File: src/rtl/fold_sample_scheduler.sv
// fold_sample_scheduler
// Buffers upstream samples in a small FIFO and issues one of them per
// FOLD-cycle slot to a folded IIR. If the FIFO is empty when a slot is due,
// a bubble (zero) is issued instead. Each slot's real/bubble flag travels
// alongside the filter latency, so y_valid marks only results that came from
// real samples.
module fold_sample_scheduler #(
  parameter int W         = 8,
  parameter int FOLD      = 4,
  parameter int DEPTH     = 4,
  parameter int LAT_SLOTS = 1
) (
  input  logic                     clk,
  input  logic                     rst,
  input  logic [W-1:0]             s_data,
  input  logic                     s_valid,
  output logic                     s_ready,
  output logic [W-1:0]             x_fold,
  input  logic [W-1:0]             y_fold,
  output logic [W-1:0]             y_out,
  output logic                     y_valid,
  output logic [$clog2(DEPTH):0]   fill,
  output logic [7:0]               underrun_cnt
);

  localparam int AW = $clog2(DEPTH);
  localparam int CW = AW + 1;
  localparam int PW = (FOLD > 1) ? $clog2(FOLD) : 1;

  logic [PW-1:0]        phase;
  logic [W-1:0]         mem [DEPTH];
  logic [AW-1:0]        rd_ptr;
  logic [AW-1:0]        wr_ptr;
  logic [CW-1:0]        count;
  logic [LAT_SLOTS-1:0] slot_flags;

  logic full;
  logic empty;
  logic issue;
  logic push;
  logic pop;

  // Handshake and slot decode, all from registered state. A push while full
  // is refused even if the same edge pops, which keeps the full path free of
  // any combinational dependence on the issue timing.
  always_comb begin
    full    = (count == CW'(DEPTH));
    empty   = (count == '0);
    issue   = (phase == PW'(FOLD - 1));
    s_ready = rst | ~full;
    push    = s_valid & ~full & ~rst;
    pop     = issue & ~empty;
  end

  assign fill = count;

  // Slot phase counter: 0..FOLD-1, issue happens on the FOLD-1 edge.
  always_ff @(posedge clk) begin
    if (rst) begin
      phase <= '0;
    end else if (issue) begin
      phase <= '0;
    end else begin
      phase <= phase + PW'(1);
    end
  end

  // FIFO storage; contents need no reset because count gates every read.
  always_ff @(posedge clk) begin
    if (push) begin
      mem[wr_ptr] <= s_data;
    end
  end

  // FIFO pointers and occupancy. Pointers wrap naturally since DEPTH is a
  // power of two.
  always_ff @(posedge clk) begin
    if (rst) begin
      rd_ptr <= '0;
      wr_ptr <= '0;
      count  <= '0;
    end else begin
      if (push) begin
        wr_ptr <= wr_ptr + AW'(1);
      end
      if (pop) begin
        rd_ptr <= rd_ptr + AW'(1);
      end
      case ({push, pop})
        2'b10:   count <= count + CW'(1);
        2'b01:   count <= count - CW'(1);
        default: count <= count;
      endcase
    end
  end

  // Issue register: the FIFO head for one cycle on a real slot, zero otherwise.
  always_ff @(posedge clk) begin
    if (rst) begin
      x_fold <= '0;
    end else if (pop) begin
      x_fold <= mem[rd_ptr];
    end else begin
      x_fold <= '0;
    end
  end

  // Bubble counter, saturating so a long stall cannot wrap back to a small value.
  always_ff @(posedge clk) begin
    if (rst) begin
      underrun_cnt <= '0;
    end else if (issue && empty && (underrun_cnt != 8'hFF)) begin
      underrun_cnt <= underrun_cnt + 8'd1;
    end
  end

  // Result capture: sample y_fold once per slot and qualify it with the flag
  // of the slot issued LAT_SLOTS slots earlier.
  always_ff @(posedge clk) begin
    if (rst) begin
      y_out      <= '0;
      y_valid    <= 1'b0;
      slot_flags <= '0;
    end else if (issue) begin
      y_out         <= y_fold;
      y_valid       <= slot_flags[LAT_SLOTS-1];
      slot_flags[0] <= ~empty;
      for (int i = 1; i < LAT_SLOTS; i++) begin
        slot_flags[i] <= slot_flags[i-1];
      end
    end else begin
      y_valid <= 1'b0;
    end
  end

endmodule
File: config.mk
export PLATFORM = sky130hd
export DESIGN_NAME = fold_sample_scheduler
export DESIGN_NICKNAME = d
export VERILOG_FILES = /design/src/rtl/fold_sample_scheduler.sv
export SDC_FILE = /design/constraint.sdc
export NUM_CORES = 1
export LEC_CHECK = 0
export ABC_CLOCK_PERIOD_IN_PS = 4100
export CAP_MARGIN = 20
export CORE_ASPECT_RATIO = 1.5
export CORE_MARGIN = 2
export CORE_UTILIZATION = 56
export DETAILED_ROUTE_END_ITERATION = 6
export HOLD_SLACK_MARGIN = 0.03
export PLACE_DENSITY = 0.84
export SETUP_SLACK_MARGIN = 0.4
export SLEW_MARGIN = 25
export SYNTH_ARGS = -nofsm -noshare
export SYNTH_HDL_FRONTEND = slang
export SYNTH_SLANG_ARGS = --single-unit
File: constraint.sdc
create_clock -name clk -period 4.1 [get_ports clk]
set_clock_uncertainty 0.05 [all_clocks]
set_input_delay 1.23 -clock clk [delete_from_list [all_inputs] [get_ports clk]]
set_output_delay 1.23 -clock clk [all_outputs]
set_load 0.005 [all_outputs]
Yosys cells after proc, flatten, opt, wreduce, memory -nomap -nowiden
Memories as Yosys holds them, arrays and structs flattened. A register that Yosys moved wholly into a read port is not among the register bits.
Cells that the tools add are included.

storage, ports and cells
  flip-flop bits (word level) = 27
  memory bits (writable) = 32
  bits of input ports = 19
  output and inout port bits = 29
  logic and storage cells = 39
  memories = 1

operators by class
  $add $sub $neg = 6
  equality and inequality tests = 5
  muxes and demuxes = 3
  bitwise logic cells = 9
  reduce and logical (&&, ||, !) cells = 7

memories
  name  words  width  rd ports  clocked after memory_dff  wr ports  RTL line  source
  mem   4      8      1         1                         1         31        logic [W-1:0] mem [DEPTH];

operators with widths
  kind                                                                 number
  8-bit by 1-bit adder with 8-bit output (second input constant)       1
  8-bit != test (second input constant)                                1
  2-bit by 1-bit adder with 2-bit output (second input constant)       3
  3-bit case mux with 2 select lines                                   1
  2-bit OR reduction                                                   3
  1-bit inverter                                                       5
  2-bit == test (second input constant)                                2
  3-bit by 1-bit adder with 3-bit output (second input constant)       1
  1-bit AND                                                            3
  3-bit == test (second input constant)                                1
  3-bit zero test                                                      1
  3-bit by 1-bit subtractor with 3-bit output (second input constant)  1
  2-bit by 1-bit == test with 1-bit output (second input constant)     1
  1-bit logical AND                                                    2
  1-bit two-way mux                                                    2
  2-bit nonzero test                                                   1
  1-bit bitwise OR                                                     1

Logic depth before layout (Yosys ltp)
  depth after elaboration = 6
  mapped depth = 10
  mapped depth without buffers = 9

Least setup slack after synthesis
No wires, ideal clock.

  path type = in2reg
  start = input port s_valid
  end = register count[2] (netlist: fill[2])
  setup time = 70 ps
  arrival time = 2673 ps
  data required time = 3980 ps
  slack = 1306 ps
  cell stages on the path = 9
  buffers on the path = 0
  path through = inv_1 -> nor3_1 -> inv_1 -> ha_1 -> inv_1 -> fa_1 -> xor2_1 -> or3_2 -> a21oi_1

between the ends
  word-level cells in the longest chain between the ends = 4
  elaborated cells between the ends (all ways) = 6

RTL lines
  item                                                                              RTL line  source
  start, declared                                                                   16        input logic s_valid,
  1-bit AND * (2 in series)                                                         51        push = s_valid & ~full & ~rst;
  2-bit by 1-bit == test with 1-bit output / 2-bit == test (equally long branches)  89        case ({push, pop})
  3-bit case mux with 2 select lines / 2-bit nonzero test (equally long branches)   -
  end signal, assigned                                                              90        2'b10: count <= count + CW'(1);
  end signal, assigned                                                              91        2'b01: count <= count - CW'(1);
  end signal, assigned                                                              92        default: count <= count;
  end, declared                                                                     34        logic [CW-1:0] count;

Mark *: on every way between the ends. The rest lies on a longest branch, timed or not.
A chain may end at the register's enable or synchronous reset.

Final worst setup path
  start = input port rst
  end = output port s_ready

between the ends
  word-level cells in the longest chain between the ends = 1

RTL lines
  item              RTL line  source
  start, declared   14        input logic rst,
  1-bit bitwise OR  50        s_ready = rst | ~full;
  end, declared     17        output logic s_ready,

No other way between the ends.

==> flow_summary.json <==
{
  "cp.arrival_ps": 2320,
  "final_common_cell": "clkdlybuf4s50_1",
  "status": "finished clean",
  "synthToLayoutAreaGrowth_pct": 25.2,
  "placed_cell_area_sq_um": 3210,
  "clock-sinks": 67,
  "postCtsSetupBuffers": 0,
  "r2r_slack_ps": 1340,
  "routed_wl_microns": 4690,
  "r2r_cells": 9,
  "layout.cells.non_filler": 318,
  "worstReg2RegStart": "phase[0]$_SDFF_PP0_",
  "cts_buffer_depth": 2,
  "track_usage_pct": 18.7,
  "timing.final.crit_share_pct": 87.9,
  "synthCells": 198,
  "async_flop_share_pct": 0,
  "wire_per_inst_microns": 14.8,
  "r2r-end": "fill[2]$_SDFFE_PP0P_",
  "drt-vias-per-instance": 5.26,
  "drt-initial-drc-count": 39,
  "seq_area_frac_synth_pct": 61.3,
  "fmax_ghz": 0.278,
  "dieArea_sq_um": 5420,
  "coreArea_sq_um": 4730,
  "grt_setup_unrepaired": "false",
  "die_y_microns": 89.2,
  "fin_nets": 274,
  "cp-start-kind": "input port",
  "p_leak_uw": 0.00116,
  "clk_latency_ps": 330,
  "final_cell_mix": "clkdlybuf4s50_1, dfxtp_1, edfxtp_1, nor2_1, nor2b_1",
  "relSlewSlack_pct": 51.4,
  "cts_root_buffer": "clkbuf_8",
  "synth.distinct_cells": 44,
  "vias": 1672,
  "ys_ff_latch": 67,
  "yosys.area.top_type_share_pct": 35.5,
  "cts_resized": 0,
  "maxSlewViolCount": 0,
  "synth_area_per_cell_sq_um": 13.7,
  "cts_tree": "done",
  "start_util_pct": 57.2,
  "cp.required_ps": 2820,
  "syn_area_sq_um": 2710,
  "power_density_nw_per_um2": 393,
  "finalCriticalPeriod_ps": 3600,
  "numPortBuffers": 47,
  "rows": 31,
  "synth_edf_count": 32,
  "critPathMaxFanout": 3,
  "htreeDepth": 3,
  "hpwlAfterDp_microns": 3270,
  "syn_nets": 225,
  "fill_cells": 345,
  "grt_overflow_total": 0,
  "drc_errors": 0,
  "holdBufCountCts": 0,
  "yosysTopAreaCell": "edfxtp_1",
  "grt_max_degree": 31,
  "path_class": "in2out",
  "grt_pass1_wl_microns": 7270,
  "firstDrtPassIters": 4,
  "num_antenna_cells": 0,
  "die_x_microns": 60.8,
  "yosysWarnings": 0,
  "synth_ff_type": "dfxtp_1",
  "ir_worst_vdd_mv": 0.255,
  "tns_ps": 0,
  "drive_above_1_share_pct": 12.3,
  "numCtsBuffers": 9,
  "postLayoutCellArea_sq_um": 3390,
  "ant_nets": 0,
  "worstMarginPinSlew_ps": 729,
  "place.gp.congestion": 0.770,
  "holdPathStages": 1,
  "ioPinCount": 48,
  "end_kind": "primary output",
  "maxCapViolCount": 0,
  "antenna_found_initial": 0,
  "setup_viol": 0,
  "grt_pass1_vias": 1596,
  "clkTransAtPathRegs_ps": 60,
  "dp_cells": 302,
  "hold_viol_final": 0,
  "hp-class": "reg2reg",
  "hold_start": "phase[0]$_SDFF_PP0_",
  "hold_end": "phase[0]$_SDFF_PP0_",
  "synthTopCellsByArea": "edfxtp_1, dfxtp_1, mux4_2, mux2i_1, ha_1"
}
[cells by family after synthesis]
logic type	synth area share, %
AO/OA/AOI/OAI	5.50
flip-flops	61.3
multiplexers	10.9
AND/OR/NAND/NOR	13.4
adder cells (fa/ha/maj)	3.97
buffers and inverters	3.56
XOR/XNOR	1.29
[worst max-delay path, cell delays in order]
cell and delay (ps):
clkdlybuf4s50_1 490, nand2b_1 110, clkdlybuf4s50_1 490
[registers in the layout, summed over array words and instances (netlist names)]
name,count
rd_ptr,2
phase,2
y_valid,1
wr_ptr,2
fill,3
y_out,8
underrun_cnt,8
x_fold,8
mem,32
slot_flags,1
[cell usage after synthesis (2+ instances only)]
cell	n
nor2_1	16
dfxtp_1	35
edfxtp_1	32
a31oi_1	4
a211oi_1	2
buf_2	2
ha_1	7
o21ai_0	3
nand3_1	3
nand2_1	3
and2_1	7
nor3_1	4
and3_1	2
mux2i_1	9
a21oi_1	6
inv_1	9
xor2_1	4
nand2b_1	3
clkbuf_1	4
a311oi_1	3
mux4_2	8
nor2b_1	10
[worst max-delay path by stage]
stage,from,end,cells past startpoint
floorplan,s_valid,fill[2]$_SDFFE_PP0P_,9
global route,rst,s_ready,3
CTS,rst,s_ready,3
detailed placement,rst,s_ready,3
finish,rst,s_ready,3
global placement,rst,s_ready,3
[routing by layer]
| metal | GRT usage [%] | vias up | part of all wire, % |
|---|---|---|---|
| met2 | 32.3 | 32 | 55 |
| li1 | - | 816 | - |
| met4 | 9.49 | 0 | 1.8 |
| met1 | 21.2 | 815 | 40 |
| met5 | 0 | - | 0 |
| met3 | 4.34 | 9 | 3.4 |
[power breakdown]
| part | internal (uW) | leakage (uW) | total (uW) | switching, uW |
|---|---|---|---|---|
| combinational | 51.8 | 0.000502 | 89.4 | 37.7 |
| sequential | 719 | 0.000574 | 732 | 13.9 |
| clock | 278 | 0.0000870 | 511 | 233 |
[metrics by stage]
step	util (%)	hold WS (ps)	setup slack (ps)	power [uW]
2_1_floorplan	-	348	1310	796
3_3_place_gp	67.8	359	503	834
3_5_place_dp	67.8	360	495	837
4_1_cts	71.7	369	490	1340
5_1_grt	71.7	405	453	1380
6_report	71.7	369	497	1330
[cell type report]
type	instances	area [sq um]	share of cell area (%)
sequential	67	1660	49.0
multi-input combinational	112	951	28.0
timing repair buffer	48	478	14.1
clock buffer	11	131	3.87
tap	66	82.6	2.43
clock inverter	5	53.8	1.59
inverter	9	33.8	0.996
No activity file was read; power rests on OpenSTA's default activity.
==> variant 1: new RTL, same settings <==
Reset style: asynchronous (`rst`), changed in 5 clocked blocks.
--- a/src/rtl/fold_sample_scheduler.sv
+++ b/src/rtl/fold_sample_scheduler.sv
@@ -57,3 +57,3 @@
   // Slot phase counter: 0..FOLD-1, issue happens on the FOLD-1 edge.
-  always_ff @(posedge clk) begin
+  always_ff @(posedge clk or posedge rst) begin
     if (rst) begin
@@ -76,3 +76,3 @@
   // power of two.
-  always_ff @(posedge clk) begin
+  always_ff @(posedge clk or posedge rst) begin
     if (rst) begin
@@ -97,3 +97,3 @@
   // Issue register: the FIFO head for one cycle on a real slot, zero otherwise.
-  always_ff @(posedge clk) begin
+  always_ff @(posedge clk or posedge rst) begin
     if (rst) begin
@@ -108,3 +108,3 @@
   // Bubble counter, saturating so a long stall cannot wrap back to a small value.
-  always_ff @(posedge clk) begin
+  always_ff @(posedge clk or posedge rst) begin
     if (rst) begin
@@ -118,3 +118,3 @@
   // of the slot issued LAT_SLOTS slots earlier.
-  always_ff @(posedge clk) begin
+  always_ff @(posedge clk or posedge rst) begin
     if (rst) begin
Check against the original RTL: differs if rst is asserted again (counterexample within 4 cycles, from zero or initial values and one cycle with rst high); with rst held inactive, the same outputs for 10 cycles.
==> variant 1 against the unedited design <==
- maximum frequency fell by 0.93%
- core utilization rose by 3.2 points
- wire length fell by 3.2%
- cell count fell by 12%
- sequential cell count did not move
- worst setup slack got worse by 0.034 ns
- synthesized area fell by 2.0%
- cell area rose by 0.33%
- critical path depth rose by 1
- sequential share of layout area rose by 5.0 points
- global-route usage rose by 1.7 points
Power is not compared: it rests on default switching activity, and its combinational part moved more than twofold at a synthesized area within 25%.
==> variant 1: results (changes against the unedited design) <==
stage	metric	value	unit	change
run_status	status	finished, final reports clean		
min_path	Endpoint, Worst Hold	phase[0]		
cells_and_area	layout cells sized above 1	0.190		+0.0668
placed_design	post-DP HPWL	3360	um	+2.7%
timing	Slew headroom	0.605		+0.0914
placed_design	Area after DPL	0.00319	mm^2	-0.43%
global_routing	vias in the first global route	1576		-1.3%
placed_design	gp weighted congestion	0.784		+1.8%
logic_synthesis	Synth Area in Compound Gates	0.0170		-0.0380
logic_synthesis	Distinct cells, synth	26		-41%
setup_path	Reg-to-Reg Start	phase[0]		
logic_synthesis	post-synthesis async set-or-reset flop share	0.522		+0.522
global_routing	largest net degree at the start of global routing	37		+19%
setup_path	FF-to-FF End	fill[2]		
logic_synthesis	xor/xnor share of the synthesized area	0.0363		+0.0234
logic_synthesis	syn_nets	184		-18%
routing	drt total wl	4540	um	-3.2%
logic_synthesis	Post-Synth Adder-Cell Area	0.0405		+0.000805
setup_path	crit path max fanout	2		-1
global_routing	Total Routing Usage GR	0.204		+0.0166
logic_synthesis	Post-synth top cells	35 x dfrtp_1, 32 x edfxtp_1, 14 x and2_1		
setup_path	Reg2Reg Depth	8		-1
logic_synthesis	sequential area share after synthesis	0.692		+0.0784
routing	DR iter-0 viols	9		-77%
logic_synthesis	mux contribution to synthesized area	0.123		+0.0131
logic_synthesis	top cells by area in the synthesized netlist	edfxtp_1 36%, dfrtp_1 33%, mux4_2 6.8%		
logic_synthesis	Primary FF master, synth	dfrtp_1		
setup_path	reg-to-reg slack, setup	1.63	ns	+0.29 ns
min_path	worst hold start	phase[0]		
cells_and_area	Fillers	287		-17%
global_routing	first-pass GRT wire length	7390	um	+1.6%
-- variant 1: changes by cell type after synthesis, moves of 7 or more --
cell	unedited run	this run
dfxtp_1	35	0
mux2i_1	9	1
nor2_1	16	4
mux2_2	1	12
nor2b_1	10	0
and2_1	7	14
dfrtp_1	0	35
-- variant 1: layout make-up --
type | instances | area, um^2 | share of cell area
Sequential cell | 67 | 1840 | 0.540
Multi-Input combinational cell | 78 | 772 | 0.227
Timing Repair Buffer | 48 | 478 | 0.140
Clock buffer | 10 | 138 | 0.0404
Tap cell | 64 | 80.1 | 0.0235
Clock inverter | 6 | 72.6 | 0.0213
Inverter | 7 | 26.3 | 0.00772
-- variant 1: logic make-up after synthesis --
logic type      after synthesis
fa+ha+maj                     8
mux                          21
flops                        67
simple gates                 35
compound gates                3
xor+xnor                     11
buf+inv                      12
-- variant 1: how the worst max path moves through the flow --
| stage | start | to | slack [ns] | cells past startpoint |
|---|---|---|---|---|
| floorplan | rst | fill[2] | 0.64 | 10 |
| global placement | rst | s_ready | 0.46 | 4 |
| detailed placement | rst | fill[2] | 0.38 | 11 |
| CTS | rst | s_ready | 0.45 | 4 |
| global route | rst | s_ready | 0.44 | 4 |
| finish | rst | s_ready | 0.46 | 4 |
-- variant 1: layer usage --
metal / GRT usage / wire length (um)
met2: 0.366 / 2570
met4: 0.103 / 100
met3: 0.0702 / 227
met1: 0.201 / 1650
met5: 0 / 0
-- variant 1: metrics by stage --
step | util | hold WS [ns] | cells | setup slack (ns) | total power (W)
after global routing | 0.749 | 0.426 | 280 | 0.442 | 0.00188
after global placement | 0.703 | 0.364 | 264 | 0.455 | 0.00122
after CTS | 0.749 | 0.415 | 280 | 0.454 | 0.00180
after detailed placement | 0.703 | 0.405 | 264 | 0.375 | 0.00125
after floorplan | - | 0.353 | 157 | 0.643 | 0.00110
final | 0.749 | 0.415 | 280 | 0.464 | 0.00178
-- variant 1: worst register-to-register path, cell delays in order (launching register included) --
cell and delay (ns):
dfrtp_1 0.37, ha_1 0.48, o31a_2 0.38, ha_1 0.24, inv_1 0.07, fa_1 0.37, xor2_1 0.16, nor2_1 0.11
xor2_1 0.17
-- variant 1: power by group --
group / switching (W) / internal (W)
combinational: 0.000118 / 0.000206
sequential: 0.000107 / 0.000796
clock: 0.000251 / 0.000302
==> variant 2: new RTL, same flow settings <==
Made on the original files. The parameter `DEPTH` goes from 4 to 8.
--- a/src/rtl/fold_sample_scheduler.sv
+++ b/src/rtl/fold_sample_scheduler.sv
@@ -9,3 +9,3 @@
   parameter int FOLD      = 4,
-  parameter int DEPTH     = 4,
+  parameter int DEPTH     = 8,
   parameter int LAT_SLOTS = 1
Interface: changed (resized fill); port bits go from 48 to 49. No check against the original RTL was run, so the function may have changed too.
==> variant 2 against the unedited design <==
- power up 34%
- synthesized area up 48%
- sequential power up 53%
- cell area up 41%
- count of clock-buffer cells in the layout up 1
- critical path depth unchanged
- largest cell class unchanged
- synthesized cell count up 33%
- sequential cell count up 35
- register-to-register slack better by 0.05 ns
- wire length up 53%
- clock power up 7.6%
- worst setup slack better by 0.094 ns
==> variant 2: results (changes against the unedited design) <==
stage	metric	value	unit	change
run_status	status	finished, final reports clean		
logic_synthesis	Synth Area in Compound Gates	0.0293		-0.0257
cells_and_area	Syn-to-layout area delta	19.1	%	
cells_and_area	register bank with the most flops	mem		
cells_and_area	clock network area share	0.0353		-0.0193
cells_and_area	Multi-input gate area	0.00126	mm^2	+33%
setup_path	crit path max fanout	3		unchanged
logic_synthesis	Post-synth EDFFs	64		+100%
logic_synthesis	Syn Area/Cell	15.2	um^2	+11%
logic_synthesis	Post-synth top cells	64 x edfxtp_1, 38 x dfxtp_1, 35 x nor2_1		
cells_and_area	layout cells sized above 1	0.150		+0.0273
logic_synthesis	sequential area share after synthesis	0.668		+0.0549
logic_synthesis	Distinct cells, synth	40		-9.1%
cells_and_area	seq_cells	102		+52%
global_routing	first-pass GRT wire length	11400	um	+57%
clocking	clk_lat worst skew	0.34	ns	
placed_design	placed cells	388		+28%
global_routing	initial antenna violation count	0		unchanged
placed_design	post-DP HPWL	4760	um	+46%
logic_synthesis	syn_nets	290		+29%
cells_and_area	nets	347		+27%
placed_design	Port-buffer cells	48		+2.1%
logic_synthesis	synthesized instance count	264		+33%
cells_and_area	number of flip-flops in the largest register	64		+100%
cells_and_area	comb_multi_in	147		+31%
placed_design	Area after DPL	0.00461	mm^2	+44%
power_and_ir_drop	LEAKAGE	1.60	nW	+37%
logic_synthesis	mux contribution to synthesized area	0.144		+0.0342
cells_and_area	FF/Latch Area	0.00268	mm^2	+61%
routing	drt first pass iters	4		unchanged
cells_and_area	Signal buffers	59		+23%
routing	routed wire length per instance	17.8	um	+21%
global_routing	largest net degree at the start of global routing	37		+19%
global_routing	Total Routing Usage GR	0.196		+0.00910
logic_synthesis	top cells by area in the synthesized netlist	edfxtp_1 48%, dfxtp_1 19%, mux4_2 9.0%		
logic_synthesis	Post-Synth Adder-Cell Area	0.0218		-0.0179
routing	Vias/cell	5.74		+9.1%
cells_and_area	CLK BUF	12		+1
timing	Slew headroom	0.413		-0.100
logic_synthesis	yosys warns	0		unchanged
setup_path	Critical Path Max Stage Delay	0.44	ns	-0.05 ns
cells_and_area	Fillers	478		+39%
logic_synthesis	xor/xnor share of the synthesized area	0.0196		+0.00671
routing	DR iter-0 viols	146		+270%
power_and_ir_drop	Peak VDD IR	220	uV	-14%
cells_and_area	Inverters	2		-7
placed_design	pre-CTS setup slack	0.389	ns	-0.106 ns
placed_design	gp weighted congestion	0.747		-3.0%
clocking	# resized after CTS	1		+1
global_routing	vias in the first global route	2294		+44%
cells_and_area	buffering overhead	0.117		-0.0234
clocking	Worst-path clk slew	0.09	ns	+0.03 ns
cells_and_area	non-filler cells, final	404		+27%
cells_and_area	antenna diode count	0		unchanged
setup_path	crit path DAT	2.23	ns	-0.09 ns
clocking	clk buf depth	2		unchanged
[variant 2: worst paths after layout]
| kind | slack (ns) | to | depth (start not counted) | startpoint |
|---|---|---|---|---|
| setup / recovery | 0.59 | s_ready | 3 | rst |
| hold / removal | 0.39 | phase[0] | 1 | phase[0] |
| setup reg to reg | 1.39 | fill[3] | 7 | fill[0] |
| hold reg to reg | 0.39 | phase[0] | 1 | phase[0] |
[variant 2: report_power, final]
group | total (W) | leakage [nW] | internal (W) | switching (W)
Combinational | 0.000111 | 0.626 | 0.0000596 | 0.0000518
Clock | 0.000550 | 0.0867 | 0.000237 | 0.000313
Sequential | 0.00112 | 0.886 | 0.00111 | 0.0000132
[variant 2: layer usage]
metal | GRT usage | vias to the layer above | wire (um)
met5 | 0 | - | 0
met4 | 0.0886 | 0 | 97
met3 | 0.0262 | 9 | 260
met2 | 0.331 | 58 | 3750
met1 | 0.248 | 1145 | 3080
li1 | - | 1105 | -
